<file path="src/rtl/sync_fifo_pkg.sv">
// rtl/sync_fifo_pkg.sv - width helpers, reset constants and parameter checks for sync_fifo
package sync_fifo_pkg;

    localparam logic RD_DATA_RST_BIT  = 1'b0;
    localparam logic RD_VALID_RST     = 1'b0;
    localparam logic OVERFLOW_RST     = 1'b0;
    localparam logic UNDERFLOW_RST    = 1'b0;

    // Pointer width; a depth of one would give $clog2 == 0, so floor it at one bit.
    function automatic int ptr_t(input int depth);
        return (depth > 1) ? $clog2(depth) : 1;
    endfunction

    // Count must represent 0..DEPTH inclusive.
    function automatic int cnt_t(input int depth);
        return $clog2(depth + 1);
    endfunction

    function automatic bit is_pow2(input int value);
        return (value >= 2) && ((value & (value - 1)) == 0);
    endfunction

    function automatic bit params_ok(input int depth, input int af_thresh,
                                     input int ae_thresh);
        return is_pow2(depth) && (ae_thresh < af_thresh) && (af_thresh <= depth);
    endfunction

endpackage

</file>
<file path="src/rtl/sync_fifo_mem.sv">
// rtl/sync_fifo_mem.sv - DEPTH x WIDTH register array, one write port, one registered read port
module sync_fifo_mem
    import sync_fifo_pkg::*;
#(
    parameter int WIDTH = 8,
    parameter int DEPTH = 8
) (
    input  logic                      clk,
    input  logic                      reset,
    input  logic                      wr_en,
    input  logic [ptr_t(DEPTH)-1:0]   wr_addr,
    input  logic [WIDTH-1:0]          wr_data,
    input  logic                      rd_en,
    input  logic [ptr_t(DEPTH)-1:0]   rd_addr,
    output logic [WIDTH-1:0]          rd_data
);

    logic [WIDTH-1:0] mem [DEPTH];

    // Contents are never cleared; reset only makes them unreachable via the pointers.
    always_ff @(posedge clk) begin
        if (wr_en) begin
            mem[wr_addr] <= wr_data;
        end
    end

    always_ff @(posedge clk) begin
        if (reset) begin
            rd_data <= {WIDTH{RD_DATA_RST_BIT}};
        end else if (rd_en) begin
            rd_data <= mem[rd_addr];
        end
    end

endmodule

</file>
<file path="src/rtl/sync_fifo.sv">
// rtl/sync_fifo.sv - parametrised single-clock FIFO with flags, count and optional SYNC_FIFO_ERR_EN error flags
module sync_fifo
    import sync_fifo_pkg::*;
#(
    parameter int WIDTH     = 8,
    parameter int DEPTH     = 8,
    parameter int AF_THRESH = DEPTH - 2,
    parameter int AE_THRESH = 2
) (
    input  logic                      clk,
    input  logic                      reset,
    input  logic                      wr_en,
    input  logic [WIDTH-1:0]          wr_data,
    input  logic                      rd_en,
    output logic [WIDTH-1:0]          rd_data,
    output logic                      rd_valid,
    output logic                      full,
    output logic                      empty,
    output logic                      almost_full,
    output logic                      almost_empty,
    output logic [cnt_t(DEPTH)-1:0]   count,
    output logic                      overflow,
    output logic                      underflow
);

    localparam int PW = ptr_t(DEPTH);
    localparam int CW = cnt_t(DEPTH);
    localparam logic [CW-1:0] DEPTH_C = CW'(DEPTH);
    localparam logic [CW-1:0] AF_C    = CW'(AF_THRESH);
    localparam logic [CW-1:0] AE_C    = CW'(AE_THRESH);

    if (!params_ok(DEPTH, AF_THRESH, AE_THRESH)) begin : g_bad_params
        $fatal(1, "sync_fifo: DEPTH must be a power of two >= 2 and AE_THRESH < AF_THRESH <= DEPTH");
    end

    logic [PW-1:0] wr_ptr;
    logic [PW-1:0] rd_ptr;
    logic          push;
    logic          pop;

    // A full FIFO still accepts a write when a read frees a slot in the same cycle.
    assign push = wr_en && (!full || rd_en) && !reset;
    assign pop  = rd_en && !empty && !reset;

    assign full         = (count == DEPTH_C);
    assign empty        = (count == '0);
    assign almost_full  = (count >= AF_C);
    assign almost_empty = (count <= AE_C);

    sync_fifo_mem #(
        .WIDTH (WIDTH),
        .DEPTH (DEPTH)
    ) u_mem (
        .clk     (clk),
        .reset   (reset),
        .wr_en   (push),
        .wr_addr (wr_ptr),
        .wr_data (wr_data),
        .rd_en   (pop),
        .rd_addr (rd_ptr),
        .rd_data (rd_data)
    );

    always_ff @(posedge clk) begin
        if (reset) begin
            wr_ptr   <= '0;
            rd_ptr   <= '0;
            count    <= '0;
            rd_valid <= RD_VALID_RST;
        end else begin
            rd_valid <= pop;
            if (push) begin
                wr_ptr <= wr_ptr + 1'b1;
            end
            if (pop) begin
                rd_ptr <= rd_ptr + 1'b1;
            end
            if (push && !pop) begin
                count <= count + 1'b1;
            end else if (pop && !push) begin
                count <= count - 1'b1;
            end
        end
    end

`ifdef SYNC_FIFO_ERR_EN
    always_ff @(posedge clk) begin
        if (reset) begin
            overflow  <= OVERFLOW_RST;
            underflow <= UNDERFLOW_RST;
        end else begin
            if (wr_en && full && !rd_en) begin
                overflow <= 1'b1;
            end
            if (rd_en && empty) begin
                underflow <= 1'b1;
            end
        end
    end
`else
    assign overflow  = 1'b0;
    assign underflow = 1'b0;
`endif

endmodule

</file>
<file path="config.mk">
export PLATFORM = sky130hd
export DESIGN_NAME = sync_fifo
export DESIGN_NICKNAME = d
export VERILOG_FILES = /design/src/rtl/sync_fifo_pkg.sv /design/src/rtl/sync_fifo_mem.sv /design/src/rtl/sync_fifo.sv
export SDC_FILE = /design/constraint.sdc
export NUM_CORES = 1
export LEC_CHECK = 0
export CAP_MARGIN = 10
export CELL_PAD_IN_SITES_DETAIL_PLACEMENT = 1
export CELL_PAD_IN_SITES_GLOBAL_PLACEMENT = 1
export CORE_MARGIN = 1.5
export CORE_UTILIZATION = 43
export DETAILED_ROUTE_END_ITERATION = 8
export PLACE_DENSITY = 0.85
export SKIP_LAST_GASP = 1
export SYNTH_ARGS = -nofsm -noshare
export SYNTH_HDL_FRONTEND = slang
export SYNTH_HIERARCHICAL = 1
export SYNTH_SLANG_ARGS = --single-unit
</file>
<file path="constraint.sdc">
create_clock -name clk -period 2.8 [get_ports clk]
set_input_delay 0.42 -clock clk [delete_from_list [all_inputs] [get_ports clk]]
set_output_delay 0.42 -clock clk [all_outputs]
set_load 0.01 [all_outputs]
</file>
==> run_results.csv <==
group,metric,value,unit
finish,fin_util,52.9,%
timing,skew,8.16,ps
timing,finalCritPeriodShare,93.6,%
synthesis,synth.ff_latch_count,83,
synthesis,synth-edff-count,64,
global_route,grt_pass1_wl,11600,um
global_route,top_usage_layer,"met2",
synthesis,synthArstFlopShare,0,%
synthesis,synth_most_common_cell,"edfxtp_1",
synthesis,netlist_instances,227,
drt,first_pass_iters,4,
finish,drive_gt1_share,20.1,%
global_route,use_met1,22.0,%
drt,wirelength,7210,um
synthesis,ys_warn_count,6,
outcome,status,"finished, final reports clean",
finish,fin_area,0.00407,mm^2
global_route,grtUsageMet3,3.90,%
global_route,gr-usage-all-layers,18.6,%
worst_setup_path,end_kind,"flop",
placed_design,dp_hpwl,4780,um
worst_setup_path,reg2reg_to,"count[3]",
worst_setup_path,reg2reg_depth,10,
timing,final-setup-viol-count,0,
global_route,grt_pass1_vias,2192,
timing,relSlewSlack,46.8,%
timing,max_freq,0.382,GHz
clock_tree,post_cts_buffers,0,
min_path,hold_path.class,"reg -> reg",
finish,fill_cells,772,
placed_design,placed_cell_area,0.00387,mm^2
die,core,0.00769,mm^2
synthesis,syn_avg_cell_area,15.0,um^2
clock_tree,clock-sinks,83,
die,rows,32,
drt,avgRoutedWirePerCell,18.9,um
timing,tightest_slew,796,ps
drt,drt_iter0_drc,73,
clock_tree,cts_tree,"built",
die,die_width,92.1,um
timing,rsz0062_at_grt,"no",
clock_tree,root_buffer,"clkbuf_8",
global_route,grt_overflow,0,
clock_tree,holdBufCountCts,0,
placed_design,io_buffers,28,
finish,syn_to_final_growth,19.1,%
power,leakage,1.41,nW
clock_tree,worstSkewPairLatency,340,ps
worst_setup_path,r2r_start,"count[2]",
drt,vias_per_cell,5.28,
drt,antenna_left,0,
global_route,grt_max_degree,35,
timing,hold_viol,0,
global_route,antenna_found_initial,0,
synthesis,syn-cell-area,0.00341,mm^2
die,initial_core_util,44.4,%
clock_tree,postCtsResizedCells,0,
worst_setup_path,worst-path-max-fanout,3,
worst_setup_path,cp.required,3030,ps
synthesis,yosys-top-cells-count,"edfxtp_1 (64), nor2_1 (31), dfxtp_1 (19), mux2i_1 (19), mux2_2 (16)",
worst_setup_path,cp-endpoint,"count[3]",
finish,layout.nets,292,
timing,setup_slack,179,ps
power,power_density,862,mW/mm^2
synthesis,seq_area_frac_synth,67.4,%
die,io_pins,31,
timing,finalCriticalPeriod,2620,ps
timing,slew_violations,0,
synthesis,synth-main-ff-cell,"edfxtp_1",
worst_setup_path,crit_start,"count[2]",
clock_tree,cts-htree-levels,3,
power,max-vdd-ir-drop,0.477,mV
synthesis,ys_types,36,
worst_setup_path,r2r_slack,180,ps
timing,totalNegativeSetupSlack,0,ps
die,die_y,92.1,um
clock_tree,clock_path_buffers,2,
drt,drc,0,
synthesis,synth_top_cell_by_area,"edfxtp_1",
worst_setup_path,crit_type,"reg -> reg",
worst_setup_path,start_kind,"flop",
die,fp.dieArea,0.00848,mm^2
run,cap_viol_max_count,0,
synthesis,yosys.area.top_type_share,56.3,%
synthesis,synthTopCellsByArea,"edfxtp_1 (56%), dfxtp_1 (11%), mux2i_1 (5.6%), mux2_2 (5.3%), nor2_1 (3.4%)",
worst_setup_path,cp_data_arrival_time,2850,ps
drt,vias,2013,
finish,antenna_cells,0,
global_route,grt.met2_usage,33.0,%
min_path,hold_start,"u_mem/rd_data[1]",
clock_tree,path_clk_slew,80,ps
clock_tree,numCtsBuffers,9,
placed_design,routabilityCongestion,0.804,
placed_design,pre_cts_ws,14.3,ps
-- through the flow --
step                      std cells  power (W)  hold slack [ps]
after detailed placement        365    0.00270              486
after global placement          365    0.00265              473
final                           381    0.00350              495
after CTS                       381    0.00354              497
after global routing            381    0.00369              522
after floorplan                 228    0.00229              492
-- logic make-up (layout without fill, tap and decap cells) --
group,count (synthesis),in the layout,synth area share (%)
adder cells (fa/ha/maj),6,6,2.42
AND/OR/NAND/NOR,45,45,5.86
multiplexers,36,36,11.2
AO/OA/AOI/OAI,33,33,7.96
other,1,2,0.110
buffers and inverters,17,68,3.48
XOR/XNOR,6,6,1.54
flip-flops,83,83,67.4
-- registers in the layout, indices dropped and copies added, names as in the netlist --
name,cells
wr_ptr,3
u_mem/mem,64
count,4
rd_ptr,3
u_mem/rd_data,8
rd_valid,1
-- worst min-delay path by stage --
stage          depth (start not counted)  slack (ps)          endpoint
2_1_floorplan                          2         490         wr_ptr[2]
6_report                               2         500  u_mem/rd_data[1]
5_1_grt                                2         520  u_mem/rd_data[0]
3_5_place_dp                           2         490  u_mem/rd_data[0]
4_1_cts                                2         500  u_mem/rd_data[0]
3_3_place_gp                           2         470  u_mem/rd_data[3]
-- per-layer routing --
layer | vias up | wire [um]
li1 | 950 | -
met4 | 0 | 110
met5 | - | 0
met3 | 8 | 205
met2 | 46 | 3800
met1 | 1009 | 3100
-- layout make-up --
type                       instances  area [um^2]  area share [%]
inverter                           4         15.0           0.369
sequential                        83         2300            56.6
tap                              102          128            3.14
clock inverter                     5         53.8            1.32
timing repair buffer              48          430            10.6
multi-input combinational        128          996            24.5
clock buffer                      11          141            3.48
-- worst max-delay path, stage by stage (launching register included) --
cell and delay [ps]:
dfxtp_1 320, or4b_4 550, o21ai_2 150, nor2_1 80, ha_1 220, inv_1 80, ha_1 260, a21oi_1 210
a211oi_1 100, a31oi_1 210, mux2_1 340
-- placed cells by master (no fill, tap or decap), drive strengths merged, types with 3 or more instances in the layout --
cell / instances
clkbuf: 11
o22ai: 7
clkinv: 4
clkdlybuf4s50: 28
a221o: 7
mux2i: 19
mux2: 17
buf: 20
a211oi: 10
dfxtp: 19
edfxtp: 64
xor2: 4
nand2: 3
ha: 5
inv: 4
nor2: 31
nand2b: 4
-- report_power, final --
group	switching [W]	internal (W)	leakage (nW)
Sequential	0.0000577	0.00143	0.734
Clock	0.000408	0.000434	0.103
Combinational	0.000575	0.000598	0.570
Power figures use the tool's default switching activity.
